[src/rtl/stage_sequencer_pkg.sv]
// Shared definitions for the stage sequencer: stage indices, sequencer state
// encoding and a width helper used for index/counter ports.
package stage_sequencer_pkg;

  localparam int fetch_stage  = 0;
  localparam int decode_stage = 1;
  localparam int alu_stage    = 2;
  localparam int data_stage   = 3;
  localparam int reg_stage    = 4;

  typedef enum logic [1:0] {
    RUN    = 2'd0,
    HALTED = 2'd1,
    FAULT  = 2'd2
  } seq_state_e;

  // Minimum of one bit so degenerate parameter choices still elaborate.
  function automatic int idx_width(input int n);
    return (n > 1) ? $clog2(n) : 1;
  endfunction

endpackage

[src/rtl/stage_sequencer_next_stage_finder.sv]
// Priority search for the lowest active stage above the current one; wrap_o
// flags that none exists and the instruction is complete.
module next_stage_finder
  import stage_sequencer_pkg::*;
#(
  parameter int NUM_STAGES = 5,
  parameter int IDX_W      = idx_width(NUM_STAGES)
) (
  input  logic [IDX_W-1:0]      cur_idx_i,
  input  logic [NUM_STAGES-1:0] active_i,
  output logic [IDX_W-1:0]      next_idx_o,
  output logic                  wrap_o
);

  // Descending scan so the last hit, i.e. the lowest qualifying index, wins.
  always_comb begin
    next_idx_o = '0;
    wrap_o     = 1'b1;
    for (int j = NUM_STAGES - 1; j >= 0; j--) begin
      if ((j > int'(cur_idx_i)) && active_i[j]) begin
        next_idx_o = IDX_W'(j);
        wrap_o     = 1'b0;
      end
    end
  end

endmodule

[src/rtl/stage_sequencer.sv]
// One-hot multi-cycle stage sequencer with per-instruction skip mask, ready
// handshake, stall watchdog, graceful halt and retired-instruction counter.
module stage_sequencer
  import stage_sequencer_pkg::*;
#(
  parameter int NUM_STAGES   = 5,
  parameter int DECODE_STAGE = decode_stage,
  parameter int MAX_WAIT     = 15,
  parameter int CNT_W        = 32
) (
  input  logic                                 clock,
  input  logic                                 reset,
  input  logic [NUM_STAGES-1:0]                stage_ready,
  input  logic [NUM_STAGES-1:0]                skip_mask,
  input  logic                                 halt_req,
  output logic [NUM_STAGES-1:0]                stage,
  output logic [idx_width(NUM_STAGES)-1:0]     stage_index,
  output logic                                 instr_done,
  output logic [CNT_W-1:0]                     retired,
  output logic [idx_width(MAX_WAIT+1)-1:0]     wait_count,
  output logic                                 halted,
  output logic                                 fault
);

  localparam int IDX_W  = idx_width(NUM_STAGES);
  localparam int WAIT_W = idx_width(MAX_WAIT + 1);

  seq_state_e             state_q, state_d;
  logic [IDX_W-1:0]       idx_q, idx_d;
  logic [CNT_W-1:0]       retired_q, retired_d;
  logic [WAIT_W-1:0]      wait_q, wait_d;
  logic [NUM_STAGES-1:0]  skip_q, skip_d;
  logic                   halt_q, halt_d;
  logic                   done_q, done_d;

  logic                   in_decode;
  logic                   cur_ready;
  logic                   halt_pend;
  logic [NUM_STAGES-1:0]  active;
  logic [IDX_W-1:0]       next_idx;
  logic                   wrap;

  assign in_decode = (idx_q == IDX_W'(DECODE_STAGE));
  assign cur_ready = stage_ready[idx_q];
  assign halt_pend = halt_q | halt_req;

  // Leaving decode, the fresh skip_mask steers the search before it is latched.
  always_comb begin
    active               = in_decode ? ~skip_mask : ~skip_q;
    active[0]            = 1'b1;
    active[DECODE_STAGE] = 1'b1;
  end

  next_stage_finder #(
    .NUM_STAGES(NUM_STAGES),
    .IDX_W     (IDX_W)
  ) u_finder (
    .cur_idx_i (idx_q),
    .active_i  (active),
    .next_idx_o(next_idx),
    .wrap_o    (wrap)
  );

  always_comb begin
    state_d   = state_q;
    idx_d     = idx_q;
    retired_d = retired_q;
    wait_d    = wait_q;
    skip_d    = skip_q;
    halt_d    = halt_q;
    done_d    = 1'b0;
    case (state_q)
      RUN: begin
        halt_d = halt_pend;
        if (cur_ready) begin
          wait_d = '0;
          if (wrap) begin
            idx_d     = '0;
            retired_d = retired_q + 1'b1;
            done_d    = 1'b1;
            skip_d    = '0;
            if (halt_pend) state_d = HALTED;
          end else begin
            idx_d = next_idx;
            if (in_decode) skip_d = skip_mask;
          end
        end else if ((MAX_WAIT > 0) && (wait_q == WAIT_W'(MAX_WAIT))) begin
          state_d = FAULT;
          wait_d  = '0;
        end else if (wait_q != {WAIT_W{1'b1}}) begin
          wait_d = wait_q + 1'b1;
        end
      end
      default: wait_d = '0;
    endcase
  end

  always_ff @(posedge clock) begin
    if (!reset) begin
      state_q   <= RUN;
      idx_q     <= '0;
      retired_q <= '0;
      wait_q    <= '0;
      skip_q    <= '0;
      halt_q    <= 1'b0;
      done_q    <= 1'b0;
    end else begin
      state_q   <= state_d;
      idx_q     <= idx_d;
      retired_q <= retired_d;
      wait_q    <= wait_d;
      skip_q    <= skip_d;
      halt_q    <= halt_d;
      done_q    <= done_d;
    end
  end

  assign stage       = (state_q == RUN) ? (NUM_STAGES'(1) << idx_q) : '0;
  assign stage_index = (state_q == RUN) ? idx_q : '0;
  assign instr_done  = done_q;
  assign retired     = retired_q;
  assign wait_count  = wait_q;
  assign halted      = (state_q == HALTED);
  assign fault       = (state_q == FAULT);

endmodule

[config.mk]
export PLATFORM = sky130hd
export DESIGN_NAME = stage_sequencer
export DESIGN_NICKNAME = d
export VERILOG_FILES = /design/src/rtl/stage_sequencer_pkg.sv /design/src/rtl/stage_sequencer_next_stage_finder.sv /design/src/rtl/stage_sequencer.sv
export SDC_FILE = /design/constraint.sdc
export NUM_CORES = 1
export LEC_CHECK = 0
export CELL_PAD_IN_SITES_DETAIL_PLACEMENT = 0
export CELL_PAD_IN_SITES_GLOBAL_PLACEMENT = 1
export CORE_UTILIZATION = 38
export CTS_BUF_LIST = sky130_fd_sc_hd__clkbuf_4 sky130_fd_sc_hd__clkbuf_8
export DETAILED_ROUTE_END_ITERATION = 16
export PLACE_DENSITY_LB_ADDON = 0.1
export SETUP_SLACK_MARGIN = 0.1
export SYNTH_ARGS = -nofsm -noshare
export SYNTH_HDL_FRONTEND = slang
export SYNTH_SLANG_ARGS = --single-unit
[constraint.sdc]
create_clock -name clock -period 2.5 [get_ports clock]
set_clock_uncertainty 0.15 [all_clocks]
set_input_delay 0.5 -clock clock [delete_from_list [all_inputs] [get_ports clock]]
set_output_delay 0.5 -clock clock [all_outputs]
set_load 0.005 [all_outputs]
==> run_results.csv, run 1 <==
group,metric,value,unit
synth,synthDominantCellAreaShare,36.6,%
die,ios,60,
power,p_int,1.33,mW
synth,synth_area,0.00251,mm2
detailed_routing,route.final.wire_length,6.63,mm
power,p_leak,1.18,nW
detailed_routing,ant_nets,0,
run,cap_violations,0,
clock_network,htreeDepth,2,
power,swShare,29.8,%
synth,yosysUniqueCellTypes,51,
worst_setup_path,endpoint,"retired[18]",
detailed_routing,vias_per_cell,5.57,
hold_path,hold_path.class,"flop to flop",
worst_setup_path,crit_type,"input port to flop",
worst_setup_path,worstPathRequired,2.59,ns
global_routing,grt_max_degree,31,
timing,clock.fmax,0.423,GHz
worst_setup_path,worst_setup_path_start_kind,"input port",
worst_setup_path,rr_endpoint,"retired[30]",
detailed_routing,drtIter0Drc,117,
synth,ys_seq_area_share,36.6,%
worst_setup_path,ff2ff_setup_slack,0.21,ns
power,power.switching,0.562,mW
outcome,status,"complete, no violations",
clock_network,clk-insertion-delay-late,0.30,ns
timing,tightestPinTransition,0.517,ns
timing,final.setup.tns,0,ns
worst_setup_path,crit_path_end_kind,"flop",
global_routing,grt_pass1_wl,11.3,mm
global_routing,antenna_found_initial,0,
worst_setup_path,reg2reg_from,"retired[9]",
die,die_w,83.3,um
placement,post-dp-hpwl,4.74,mm
synth,synth_largest_area_cell,"dfxtp_1",
clock_network,cts_tree,"yes",
die,die_h,83.3,um
placement,gp_congestion,0.787,
timing,final-hold-violation-count,0,
clock_network,clk_pin_slew_worst_paths,0.09,ns
synth,ys_warn_count,0,
detailed_routing,wire_per_inst,14.4,um
global_routing,grt-ovfl-total,0,
timing,finalSetupViolations,0,
clock_network,cts_buffers,5,
final_layout,area_growth,40.3,%
worst_setup_path,cpMaxStageDelayCell,"or4_1",
die,rows,29,
final_layout,drive_above_1_share,17.2,%
die,dieArea,0.00694,mm2
power,pwr-share-comb,26.9,%
power,power.density,535,mW/mm2
power,p_clk_share,30.6,%
die,coreArea,0.00635,mm2
clock_network,root_buffer,"clkbuf_8",
final_layout,antenna_cells,0,
timing,slew-limit-headroom,65.1,%
clock_network,holdBufCountCts,0,
worst_setup_path,crit_fanout,30,
clock_network,cts.sink_count,46,
global_routing,grt_usage,19.8,%
power,ir_worst_vdd,385,uV
detailed_routing,vias,2566,
timing,min_period,2.36,ns
final_layout,nFillCells,589,
timing,slew_viol_final,0,
detailed_routing,drt_first_pass_iters,6,
worst_setup_path,crit_path_max_incr_delay,0.51,ns
global_routing,grt_pass1_vias,2321,
worst_setup_path,path_cells,"clkdlybuf4s50_1 > mux2i_1 > a211oi_2 > o21ai_2 > buf_12 > or4_1 > a21oi_1",
synth,synth_cells,303,
synth,synth-seq-cells,46,
power,p_seq_share,42.5,%
clock_network,cts_buffer_depth,2,
final_layout,nets,398,
detailed_routing,drcViolationCount,0,
timing,worst_hold_slack,0.320,ns
timing,min_period_over_period,94.5,%
placement,io_buffer_count,57,
worst_setup_path,worstSetupStartpoint,"skip_mask[2]",
die,start_util,39.6,%
worst_setup_path,reg2reg_depth,5,
synth,synthTopCellsByArea,"dfxtp_1 37%, mux2i_1 6.0%, or4_1 6.0%",
synth,syn_nets,318,
timing,rsz0062_at_grt,"true",
worst_setup_path,crit_arrival,2.45,ns
synth,avgSynthCellArea,8.30,um2
[critical path: cells and delay by family]
family                 cells  cell delay, ns
and+or+nand+nor            1            0.51
buffers and inverters      2            0.68
muxes                      1            0.09
AOI/OAI and AO/OA          3            0.67
[per-layer routing]
| layer | vias to the layer above | share of wire, % | GRT usage [%] |
|---|---|---|---|
| met5 | - | 0 | 0 |
| met4 | 0 | 1.6 | 7.37 |
| met3 | 9 | 4.4 | 3.78 |
| met2 | 65 | 44 | 30.1 |
| met1 | 1203 | 50 | 27.9 |
| li1 | 1289 | - | - |
[cells in the mapped netlist, drive strengths merged]
master   instances
or3              3
xnor2            1
ha               2
nor3b            2
o41ai            3
dfxtp           46
nor2            24
nor2b            2
buf              5
o21a             3
or4b             2
o31ai           17
a211oi           2
nor4            10
nor3             7
o311ai           1
and3             2
o32ai            2
or4             20
o211a            1
clkinv           1
o2bb2ai          1
nand4           12
or2              3
nand3b           2
o21ai            3
o221a            1
inv              8
a31oi            1
and2             5
nand2           30
a21oi           26
mux2i           15
xor2             1
clkbuf          13
nand3           10
nor4b            1
nand2b          14
o211ai           1
[cells in the final DEF, fill, tap and decap left out, drive strengths merged, types with 2 or more instances in the layout]
| cell | netlist | routed |
|---|---|---|
| a211oi | 2 | 2 |
| a21oi | 26 | 26 |
| and2 | 5 | 5 |
| and3 | 2 | 2 |
| buf | 5 | 34 |
| clkbuf | 13 | 6 |
| clkdlybuf4s50 | 0 | 55 |
| dfxtp | 46 | 46 |
| ha | 2 | 2 |
| inv | 8 | 8 |
| mux2i | 15 | 15 |
| nand2 | 30 | 30 |
| nand2b | 14 | 14 |
| nand3 | 10 | 10 |
| nand3b | 2 | 2 |
| nand4 | 12 | 12 |
| nor2 | 24 | 24 |
| nor2b | 2 | 2 |
| nor3 | 7 | 7 |
| nor3b | 2 | 2 |
| nor4 | 10 | 10 |
| o21a | 3 | 3 |
| o21ai | 3 | 3 |
| o31ai | 17 | 17 |
| o32ai | 2 | 2 |
| o41ai | 3 | 3 |
| or2 | 3 | 3 |
| or3 | 3 | 3 |
| or4 | 20 | 20 |
| or4b | 2 | 2 |
[power groups by stage]
stage	logic [mW]	clock network [mW]	registers [mW]
after global routing	0.562	0.628	0.810
after detailed placement	0.496	0	0.819
after global placement	0.491	0	0.816
final	0.507	0.578	0.803
after CTS	0.508	0.603	0.804
after floorplan	0.310	0	0.799
[worst min path at each step]
stage	cells past startpoint	end	slack, ns	start
2_1_floorplan	2	halt_q	0.29	halt_q
3_3_place_gp	2	halt_q	0.30	halt_q
3_5_place_dp	2	halt_q	0.31	halt_q
4_1_cts	2	skip_q[3]	0.32	skip_q[3]
5_1_grt	2	halt_q	0.35	halt_q
6_report	2	skip_q[3]	0.32	skip_q[3]
[flip-flops by register name (all words and copies together), names as in the netlist]
| register | count |
|---|---|
| retired | 32 |
| skip_q | 3 |
| instr_done | 1 |
| idx_q | 3 |
| wait_count | 4 |
| halt_q | 1 |
| state_q | 2 |
[cells by family after synthesis]
logic type                 after synthesis  share of synthesized area (%)
xor gates and xnor gates                 2                          0.697
AOI/OAI and AO/OA                       62                           17.8
adders and majority gates                2                          0.995
and+or+nand+nor                        149                           33.4
buffers and inverters                   27                           4.53
DFF                                     46                           36.6
muxes                                   15                           5.97
[layout make-up]
class	count	area (um2)	share of cell area (%)
repair buffers	91	856	24.3
multi-input cells	230	1490	42.3
clock inverters	2	37.5	1.06
inverters	9	33.8	0.958
clock buffers	6	76.3	2.16
flip-flops and latches	46	936	26.5
well taps	77	96.3	2.73
[per-stage QoR]
stage          total power [mW]  area (um2)  setup WS (ns)  utilization (%)  std cells
2_1_floorplan              1.11        2510          0.371                -        303
3_3_place_gp               1.31        3370         -0.180             53.0        451
3_5_place_dp               1.32        3370         -0.216             53.0        451
4_1_cts                    1.91        3500          0.108             55.1        460
5_1_grt                    2.00        3530         0.0478             55.5        461
6_report                   1.89        3530          0.138             55.5        461
[repair_timing]
action | 4_1_cts | 5_1_grt
gates cloned | 0 | 0
endpoints found under the hold margin | 0 | 0
resized for setup | 5 | 13
pin swaps | 1 | 2
buffers inserted | 1 | 1
setup endpoints to repair | 18 | 25
No activity file was read; power rests on OpenSTA's default activity.
==> inputs of run 2 (changes only) <==
Settings changed: CELL_PAD_IN_SITES_DETAIL_PLACEMENT 0 to 1.
==> run 2 against run 1 <==
Effect of this change:
- count of clock-buffer cells in the layout unchanged
- final cell count increased by 2.0%
- critical path type is now flop to flop
- worst hold slack improved by 0.0084 ns
- sequential power about the same
==> run_results.csv, run 2 (same netlist as run 1, synthesis figures left out) <==
group,metric,value,unit
detailed_routing,ant_nets,0,
timing,tightestPinTransition,0.542,ns
detailed_routing,drtIter0Drc,104,
timing,min_period,2.39,ns
detailed_routing,vias,2724,
timing,clock.fmax,0.419,GHz
placement,io_buffer_count,57,
clock_network,cts_tree,"yes",
clock_network,cts_buffers,5,
clock_network,cts.sink_count,46,
die,start_util,39.6,%
detailed_routing,wire_per_inst,17.3,um
hold_path,hold_path.class,"flop to flop",
final_layout,drive_above_1_share,20.6,%
timing,slew-limit-headroom,63.3,%
clock_network,htreeDepth,2,
final_layout,final_cell_area,0.00363,mm2
die,rows,29,
placement,gp_congestion,0.787,
timing,final.setup.tns,0,ns
die,die_w,83.3,um
clock_network,holdBufCountCts,0,
placement,dpl.cell_count,451,
final_layout,antenna_cells,0,
final_layout,largest_register_ffs,32,
power,power.density,517,mW/mm2
worst_setup_path,crit_fanout,5,
clock_network,clk-insertion-delay-late,0.31,ns
worst_setup_path,crit_type,"flop to flop",
worst_setup_path,worst_setup_path_start_kind,"flop",
clock_network,cts_buffer_depth,2,
worst_setup_path,crit_arrival,2.49,ns
global_routing,grt_pass1_wl,13.1,mm
timing,min_period_over_period,95.4,%
timing,final-hold-violation-count,0,
final_layout,nets,407,
placement,post-dp-hpwl,5.61,mm
die,die_h,83.3,um
die,ios,60,
placement,place_area,0.00337,mm2
worst_setup_path,crit_path_end_kind,"flop",
detailed_routing,route.final.wire_length,8.14,mm
timing,worst_hold_slack,0.328,ns
power,ir_worst_vdd,402,uV
global_routing,grt_usage,23.3,%
die,dieArea,0.00694,mm2
timing,rsz0062_at_grt,"true",
timing,slew_viol_final,0,
run,cap_violations,0,
final_layout,final_cell_mix,"53 x clkdlybuf4s50_1, 38 x buf_4, 35 x dfxtp_1",
global_routing,grt_max_degree,31,
final_layout,area_growth,44.4,%
detailed_routing,drcViolationCount,0,
detailed_routing,drt_first_pass_iters,6,
clock_network,clk_pin_slew_worst_paths,0.09,ns
outcome,status,"complete, no violations",
timing,finalSetupViolations,0,
final_layout,nFillCells,752,
worst_setup_path,worstPathRequired,2.60,ns
global_routing,grt-ovfl-total,0,
detailed_routing,vias_per_cell,5.80,
final_layout,fin_cells,470,
global_routing,antenna_found_initial,0,
power,p_leak,1.26,nW
clock_network,root_buffer,"clkbuf_8",
final_layout,layout_commonest_cell,"clkdlybuf4s50_1",
global_routing,grt_pass1_vias,2672,
die,coreArea,0.00635,mm2
run 2: cell types whose count changed in the layout (fill, tap and decap cells not counted), sizes merged:
cell           previous run  this run
bufinv                    1         0
dlygate4sd2               1         2
dlymetal6s2s              1         2
buf                      34        42
clkbuf                    6         7
clkinv                    1         2
clkdlybuf4s50            55        53
run 2: stage by stage:
stage	setup WS, ns	util (%)	power (mW)
after floorplan	0.371	-	1.11
after global placement	-0.180	53.0	1.31
after detailed placement	-0.258	53.0	1.33
after CTS	0.0850	55.1	1.83
after global routing	0.0292	57.2	1.96
final	0.114	57.2	1.88
run 2: layout make-up:
class                   count  area, um2  area share [%]
multi-input cells         230       1520            41.9
repair buffers            100        946            26.1
flip-flops and latches     46        937            25.8
well taps                  77       96.3            2.65
clock buffers               6       82.6            2.27
inverters                   9       33.8           0.930
clock inverters             2       12.5           0.345
run 2: timing repair:
| action | in CTS | in global routing |
|---|---|---|
| cloned | 0 | 1 |
| resized for setup | 7 | 22 |
| setup endpoints to repair | 26 | 35 |
| pin swaps | 2 | 13 |
| setup buffers | 3 | 7 |
run 2: report_power, final:
group	switching [mW]	internal, mW	leakage [nW]
Clock	0.268	0.223	0.0472
Combinational	0.296	0.287	0.833
Sequential	0.0398	0.763	0.377
run 2: per-layer routing:
metal,wire length [um],GRT usage (%),vias to the layer above
met5,0,0,-
met4,90,6.58,0
met3,317,3.58,7
met2,4040,40.5,62
met1,3690,29.8,1355
li1,-,-,1300
run 2: worst max-delay path, stage by stage (launching register included):
cell and delay [ns]:
dfxtp_4 0.36, or3_4 0.43, o32ai_4 0.37, o211ai_1 0.28, buf_4 0.23, or4_4 0.41
a21oi_2 0.12
run 2: path summary, 6_finish.rpt:
path	end	slack [ns]	startpoint	cells past startpoint
worst max-delay path	retired[22]	0.11	idx_q[0]	6
worst min-delay path	skip_q[3]	0.33	skip_q[3]	2
worst max register to register	retired[22]	0.11	idx_q[0]	6
worst min register to register	skip_q[3]	0.33	skip_q[3]	2
